**src/rtl/uart_command_controller_pkg.sv**
```systemverilog
// ==== uart_command_controller_pkg : shared definitions for the UART command bridge ====
// Rev 1.0
`default_nettype none

package uart_command_controller_pkg;

  typedef enum logic [2:0] {
    ST_IDLE    = 3'd0,
    ST_DEV     = 3'd1,
    ST_ADDR_HI = 3'd2,
    ST_ADDR_LO = 3'd3,
    ST_DATA    = 3'd4,
    ST_BUS_REQ = 3'd5,
    ST_TX_LOAD = 3'd6,
    ST_TX_WAIT = 3'd7
  } state_e;

  // CMD byte: bit 7 selects write, bits [6:0] are reserved and must be zero
  localparam int         CMD_RW_BIT = 7;
  localparam logic [7:0] UART_WRITE = 8'h80;
  localparam logic [7:0] UART_READ  = 8'h00;

  localparam logic [7:0] DEV_ID_AABB1 = 8'h01;
  localparam logic [7:0] DEV_ID_AABB2 = 8'h02;
  localparam logic [7:0] DEV_ID_AABB3 = 8'h03;

  function automatic logic [7:0] word_byte(input logic [31:0] w, input logic [1:0] idx);
    logic [7:0] b;
    case (idx)
      2'd0:    b = w[31:24];
      2'd1:    b = w[23:16];
      2'd2:    b = w[15:8];
      default: b = w[7:0];
    endcase
    return b;
  endfunction

endpackage

`default_nettype wire

```
**src/rtl/uart_command_controller.sv**
```systemverilog
// ==== uart_command_controller : UART framed command to device-bus bridge ====
// Rev 1.0
`default_nettype none

module uart_command_controller
  import uart_command_controller_pkg::*;
#(
  parameter int BYTE_TIMEOUT = 4096,
  parameter int ACK_TIMEOUT  = 256
) (
  input  logic        iGlobalClock,
  input  logic        iGlobalReset,
  input  logic        iUartByteAvailable,
  input  logic [7:0]  iUartRx,
  input  logic        iUartTxBusy,
  output logic [7:0]  oUartTx,
  output logic        oUartTxByteAvailable,
  output logic        oBusRequest,
  output logic        oBusWrite,
  output logic [7:0]  oBusDeviceId,
  output logic [15:0] oBusAddress,
  output logic [31:0] oBusWriteData,
  input  logic        iBusAck,
  input  logic [31:0] iBusReadData,
  output logic        oBusy,
  output logic        oProtocolError
);

  localparam int BT_W = $clog2(BYTE_TIMEOUT + 1);
  localparam int AT_W = $clog2(ACK_TIMEOUT + 1);
  localparam logic [BT_W-1:0] BT_LAST = BT_W'(BYTE_TIMEOUT - 1);
  localparam logic [AT_W-1:0] AT_LAST = AT_W'(ACK_TIMEOUT - 1);

  state_e         state_q, state_d;
  logic           avail_q;
  logic           wr_q, wr_d;
  logic [7:0]     dev_q, dev_d;
  logic [15:0]    addr_q, addr_d;
  logic [31:0]    data_q, data_d;
  logic [31:0]    rd_q, rd_d;
  logic [1:0]     byte_cnt_q, byte_cnt_d;
  logic [BT_W-1:0] byte_tmo_q, byte_tmo_d;
  logic [AT_W-1:0] ack_tmo_q, ack_tmo_d;
  logic [7:0]     tx_q, tx_d;
  logic           tx_stb_q, tx_stb_d;
  logic           err_q, err_d;
  logic           byte_edge;

  assign byte_edge = iUartByteAvailable & ~avail_q;

  always_ff @(posedge iGlobalClock or negedge iGlobalReset) begin
    if (!iGlobalReset) begin
      state_q    <= ST_IDLE;
      avail_q    <= 1'b0;
      wr_q       <= 1'b0;
      dev_q      <= '0;
      addr_q     <= '0;
      data_q     <= '0;
      rd_q       <= '0;
      byte_cnt_q <= '0;
      byte_tmo_q <= '0;
      ack_tmo_q  <= '0;
      tx_q       <= '0;
      tx_stb_q   <= 1'b0;
      err_q      <= 1'b0;
    end else begin
      state_q    <= state_d;
      avail_q    <= iUartByteAvailable;
      wr_q       <= wr_d;
      dev_q      <= dev_d;
      addr_q     <= addr_d;
      data_q     <= data_d;
      rd_q       <= rd_d;
      byte_cnt_q <= byte_cnt_d;
      byte_tmo_q <= byte_tmo_d;
      ack_tmo_q  <= ack_tmo_d;
      tx_q       <= tx_d;
      tx_stb_q   <= tx_stb_d;
      err_q      <= err_d;
    end
  end

  always_comb begin
    state_d    = state_q;
    wr_d       = wr_q;
    dev_d      = dev_q;
    addr_d     = addr_q;
    data_d     = data_q;
    rd_d       = rd_q;
    byte_cnt_d = byte_cnt_q;
    byte_tmo_d = '0;
    ack_tmo_d  = '0;
    tx_d       = tx_q;
    tx_stb_d   = 1'b0;
    err_d      = 1'b0;

    unique case (state_q)
      ST_IDLE: begin
        if (byte_edge) begin
          if (iUartRx[6:0] != 7'd0) begin
            err_d = 1'b1;
          end else begin
            wr_d    = iUartRx[CMD_RW_BIT];
            state_d = ST_DEV;
          end
        end
      end

      ST_DEV, ST_ADDR_HI, ST_ADDR_LO, ST_DATA: begin
        if (byte_edge) begin
          unique case (state_q)
            ST_DEV: begin
              dev_d   = iUartRx;
              state_d = ST_ADDR_HI;
            end
            ST_ADDR_HI: begin
              addr_d[15:8] = iUartRx;
              state_d      = ST_ADDR_LO;
            end
            ST_ADDR_LO: begin
              addr_d[7:0] = iUartRx;
              byte_cnt_d  = 2'd0;
              state_d     = wr_q ? ST_DATA : ST_BUS_REQ;
            end
            default: begin
              data_d     = {data_q[23:0], iUartRx};
              byte_cnt_d = byte_cnt_q + 2'd1;
              if (byte_cnt_q == 2'd3) state_d = ST_BUS_REQ;
            end
          endcase
        end else if (byte_tmo_q == BT_LAST) begin
          err_d   = 1'b1;
          state_d = ST_IDLE;
        end else begin
          byte_tmo_d = byte_tmo_q + 1'b1;
        end
      end

      ST_BUS_REQ: begin
        err_d = byte_edge;
        // An ack arriving on the final timeout cycle still completes the access
        if (iBusAck) begin
          if (wr_q) begin
            state_d = ST_IDLE;
          end else begin
            rd_d       = iBusReadData;
            byte_cnt_d = 2'd0;
            state_d    = ST_TX_LOAD;
          end
        end else if (ack_tmo_q == AT_LAST) begin
          err_d   = 1'b1;
          state_d = ST_IDLE;
        end else begin
          ack_tmo_d = ack_tmo_q + 1'b1;
        end
      end

      ST_TX_LOAD: begin
        err_d = byte_edge;
        if (!iUartTxBusy) begin
          tx_d     = word_byte(rd_q, byte_cnt_q);
          tx_stb_d = 1'b1;
          state_d  = ST_TX_WAIT;
        end
      end

      ST_TX_WAIT: begin
        err_d = byte_edge;
        // Skip the strobe cycle so the transmitter has a chance to raise busy
        if (!tx_stb_q && !iUartTxBusy) begin
          if (byte_cnt_q == 2'd3) begin
            state_d = ST_IDLE;
          end else begin
            byte_cnt_d = byte_cnt_q + 2'd1;
            state_d    = ST_TX_LOAD;
          end
        end
      end

      default: state_d = ST_IDLE;
    endcase
  end

  assign oUartTx              = tx_q;
  assign oUartTxByteAvailable = tx_stb_q;
  assign oBusRequest          = (state_q == ST_BUS_REQ);
  assign oBusWrite            = wr_q;
  assign oBusDeviceId         = dev_q;
  assign oBusAddress          = addr_q;
  assign oBusWriteData        = data_q;
  assign oBusy                = (state_q != ST_IDLE);
  assign oProtocolError       = err_q;

endmodule

`default_nettype wire

```
**config.mk**
```make
export PLATFORM = sky130hd
export DESIGN_NAME = uart_command_controller
export DESIGN_NICKNAME = d
export VERILOG_FILES = /design/src/rtl/uart_command_controller_pkg.sv /design/src/rtl/uart_command_controller.sv
export SDC_FILE = /design/constraint.sdc
export NUM_CORES = 1
export LEC_CHECK = 0
export ABC_AREA = 1
export CAP_MARGIN = 10
export CORE_MARGIN = 10
export CORE_UTILIZATION = 52
export DETAILED_ROUTE_END_ITERATION = 16
export PLACE_DENSITY = 0.81
export SYNTH_ARGS = -nofsm -noshare
export SYNTH_HDL_FRONTEND = slang
export SYNTH_SLANG_ARGS = --single-unit
```
**constraint.sdc**
```tcl
create_clock -name iGlobalClock -period 1.7 [get_ports iGlobalClock]
set_clock_uncertainty 0.05 [all_clocks]
set_input_delay 0.17 -clock iGlobalClock [delete_from_list [all_inputs] [get_ports iGlobalClock]]
set_output_delay 0.17 -clock iGlobalClock [all_outputs]
set_load 0.02 [all_outputs]
```
==> key figures <==
STA
  – Final worst path period need: 1.70 ns
  – Worst slew margin relative to its limit: 73.4%
  – Worst setup margin: -0.00371 ns
  – Highest attainable clock frequency: between 0.5 and 0.6 GHz
  – Slew Limit Fails: 0
  – Number of setup violations in the final report: 1
  – Setup TNS after final layout: -0.00371 ns
  – Part of the cycle the worst path needs: 100%
  – Worst Tran Pin Value: 0.400 ns
  – RSZ-0062 raised after global routing: true
  – Final hold violation count: 0

Synthesis
  – Mean cell area of the mapped netlist: ~9.8 sq um
  – #FFs+latches synth: 127
  – Synth Area in Compound Gates: 5.00%
  – Synth Area in Adders: approximately 1.3%
  – Cells after Synth: about 580
  – Share of the yosys chip area belonging to registers: 56.2%
  – Number of warnings printed during yosys synthesis: 0
  – Combinational family with the most area after synthesis: simple AND/OR/NAND/NOR gates
  – Net count after synthesis: 626
  – Simple logic cell fraction of the synthesized area: around 22%
  – Mux contribution to synthesized area: 8.36%
  – Count of cell types in the netlist: 37
  – Netlist area before placement: 5660 sq um
  – Parity-gate share of the synthesized area counting xor and xnor cells: around 1.2%

Floorplan
  – Starting density of the core: 52.6%
  – Number of ports placed on the die boundary: 114
  – DIE HEIGHT: 124 microns
  – Number of rows in the core area: 38
  – Die span in x: 124 microns
  – Std-Cell Core Area: roughly 11,000 sq um
  – Area of the die: 15,400 sq um

Setup path
  – Worst-path maximum fanout: 3
  – Crit. End Element: output pin
  – Data arrival time of the critical path: 1.48 ns
  – Sequence of cells on the critical path: buf_6 -> clkinv_4 -> nand2_4 -> nor2_4 -> inv_2 -> buf_6
  – Crit Reg-Reg Startpoint: state_q[1]
  – CP most frequent cell: sky130_fd_sc_hd__buf_6
  – Buffers and inverters on the worst path: 4
  – Critical path start-end classification: reg -> out
  – CP Data Required Time: 1.48 ns
  – Number of cells on the worst reg-to-reg path: 10
  – First element of the critical path: state_q[1]
  – Worst Setup Start Kind: flip-flop
  – Worst stage delay on the critical path: 0.44 ns
  – Worst path slowest cell: sky130_fd_sc_hd__dfrtp_2
  – Number of gates on the worst path with buffers counted: 6
  – Gate family responsible for the most delay along the worst path: flip-flops

Final layout
  – Final core occ: 72.5%
  – Fraction of layout cells with a size suffix above 1: 19.2%
  – Final layout net count: 776
  – Non-Filler Instances: 878
  – P&R area growth vs syn: 37.8%
  – # diodes: 0

Global route
  – Wire length of the first global-routing pass: 24.8 mm
  – Sum of overflow across all layers after global routing: 0
  – Initial antenna violation count: 0
  – Number of global-route vias before repair: 4,773
  – Global router's overall resource usage: 19.4%
  – Largest net degree at the start of global routing: 41

Job
  – Number of maximum-capacitance constraint violations: 0

Clocking
  – Root buffer cell: sky130_fd_sc_hd__clkbuf_8
  – Deepest level of the CTS H-tree: 4
  – Total number of clock tree sinks: ~130
  – Clk_lat worst skew: 0.53 ns
  – Clock tree from TritonCTS: built
  – Number of buffers inserted during clock tree synthesis: 17
  – CTS max path bufs: 2
  – Worst-path clk slew: 0.06 ns

Place
  – Worst slack at placement: -0.0993 ns
  – Detailed-placement wirelength estimate: 10.4 mm
  – Routability-driven placement congestion ratio: 0.909
  – Placed Instances: 837
  – Port bufs: around 110

Min path
  – Path class of the lowest-slack min-delay path: in -> async

Status
  – Result of the run: finished with violations
  – Failing checks: setup timing

Detailed routing
  – Number of antenna-violating nets in the routed design: 0
  – Total via count after detailed routing: 4,608
  – Avg WL per Cell: 17.4 microns
  – Starting DRT DRC Count: roughly 350
  – Final routed DRC violation total: 0
  – Mean number of vias per cell: 5.25
  – Final wirelength: 15.2 mm
  – Pre-Repair DR Iteration Count: 5

Pwr
  – Largest vdd supply drop: 830 uV
  – Pwr Density: 1450 nW/um^2
  – Leakage power of the design: 3.98 nW
==> power breakdown <==
| group | internal [mW] | total [mW] | switching (mW) |
|---|---|---|---|
| clock network | 2.49 | 3.77 | 1.29 |
| registers | 3.64 | 4.12 | 0.471 |
| logic | 1.34 | 3.45 | 2.11 |
| total | 7.47 | 11.3 | 3.87 |
==> registers in the layout, summed over array words and instances (netlist names) <==
name and cells:
oProtocolError 1, oBusDeviceId 8, rd_q 32, oBusAddress 16, oBusWrite 1, oUartTxByteAvailable 1, avail_q 1, ack_tmo_q 9
oBusWriteData 32, state_q 3, oUartTx 8, byte_cnt_q 2, byte_tmo_q 13
==> routing by layer <==
metal  track usage [%]  share of wire, %  up-vias
met1              21.8                39     2255
met4              7.40               3.3        0
met2              33.8                53      153
li1                  -                 -     2158
met3              5.70               4.3       42
met5                 0                 0        -
==> metrics by stage <==
stage / hold slack (ns) / cell area (sq um) / power [mW]
after CTS: 0.0584 / 7660 / 11.3
after global placement: 0.0683 / 7080 / 7.66
after floorplan: -0.176 / 5660 / 5.85
final: 0.0672 / 7790 / 11.3
after global routing: 0.0819 / 7790 / 11.9
after detailed placement: 0.0799 / 7080 / 7.77
==> logic make-up (layout without fill, tap and decap cells) <==
logic type	Yosys count	count (layout)
compound gates	53	53
xor+xnor	8	8
simple gates	289	289
buf+inv	60	223
fa+ha+maj	6	6
mux	32	32
flops	127	127
==> layout by cell type (no fill, tap or decap), types with 12 or more instances in the layout <==
cell type | synthesis | final
sky130_fd_sc_hd__dlygate4sd2_1 | 0 | 66
sky130_fd_sc_hd__o21ai_0 | 29 | 28
sky130_fd_sc_hd__o21ai_1 | 11 | 12
sky130_fd_sc_hd__nand2_1 | 191 | 186
sky130_fd_sc_hd__nor2_1 | 46 | 42
sky130_fd_sc_hd__buf_4 | 1 | 30
sky130_fd_sc_hd__nand4_1 | 12 | 12
sky130_fd_sc_hd__clkbuf_16 | 0 | 16
sky130_fd_sc_hd__clkdlybuf4s50_1 | 0 | 43
sky130_fd_sc_hd__nand3_1 | 17 | 16
sky130_fd_sc_hd__mux2_4 | 30 | 30
sky130_fd_sc_hd__dfrtp_1 | 127 | 125
sky130_fd_sc_hd__inv_1 | 35 | 31
==> area by class of cell <==
class / count / area, sq um
Multi-Input combinational cell: 388 / 2250
Timing Repair inverter: 1 / 7.51
Inverter: 41 / 166
Timing Repair Buffer: 149 / 1400
Clock inverter: 11 / 161
Fill cell: 748 / 2950
Tap cell: 140 / 175
Sequential cell: 127 / 3180
Clock buffer: 21 / 459
==> worst reg2reg max path, stage by stage (launching register included) <==
cell and delay (ns):
sky130_fd_sc_hd__dfrtp_2 0.44, sky130_fd_sc_hd__buf_6 0.14, sky130_fd_sc_hd__buf_4 0.14, sky130_fd_sc_hd__nand2_1 0.12, sky130_fd_sc_hd__nor2_1 0.08, sky130_fd_sc_hd__nand2_1 0.09
sky130_fd_sc_hd__nand3_2 0.12, sky130_fd_sc_hd__nor2_4 0.16, sky130_fd_sc_hd__nand3_4 0.09, sky130_fd_sc_hd__nand2_1 0.07, sky130_fd_sc_hd__nand2_1 0.05
==> timing repair <==
action / CTS / global route
hold buffers: 1 / 0
endpoints found under the hold margin: 127 / 0
buffers inserted: 1 / 6
setup endpoints to repair: 71 / 42
pin swaps: 1 / 8
gates cloned: 0 / 1
gates resized for setup: 87 / 24
==> final timing paths <==
| kind | to | slack, ns |
|---|---|---|
| max in group asynchronous | byte_tmo_q[1] | 0.86 |
| min reg2reg | oBusWriteData[31] | 0.41 |
| min in group iGlobalClock | avail_q | 0.11 |
| max | oBusy | -0.004 |
| min | rd_q[21] | 0.07 |
| max reg2reg | state_q[2] | 0.05 |
==> cell usage after synthesis (all sizes together) <==
library cell,count,share of area (%)
xnor2,3,0.46
a21oi,2,0.18
clkbuf,5,0.33
buf,14,2.3
ha,6,1.3
nand2,197,14
a31oi,9,1.0
xor2,5,0.77
o211ai,1,0.13
clkinv,2,0.22
o21ai,40,3.5
o221ai,1,0.15
nor3b,2,0.35
nand3,18,1.7
dfrtp,127,56
nor2,53,4.4
mux2,32,8.4
nand3b,1,0.13
inv,39,2.6
nand4,12,1.3
nor3,5,0.62
or2,1,0.11
No activity file was read; power rests on OpenSTA's default activity.
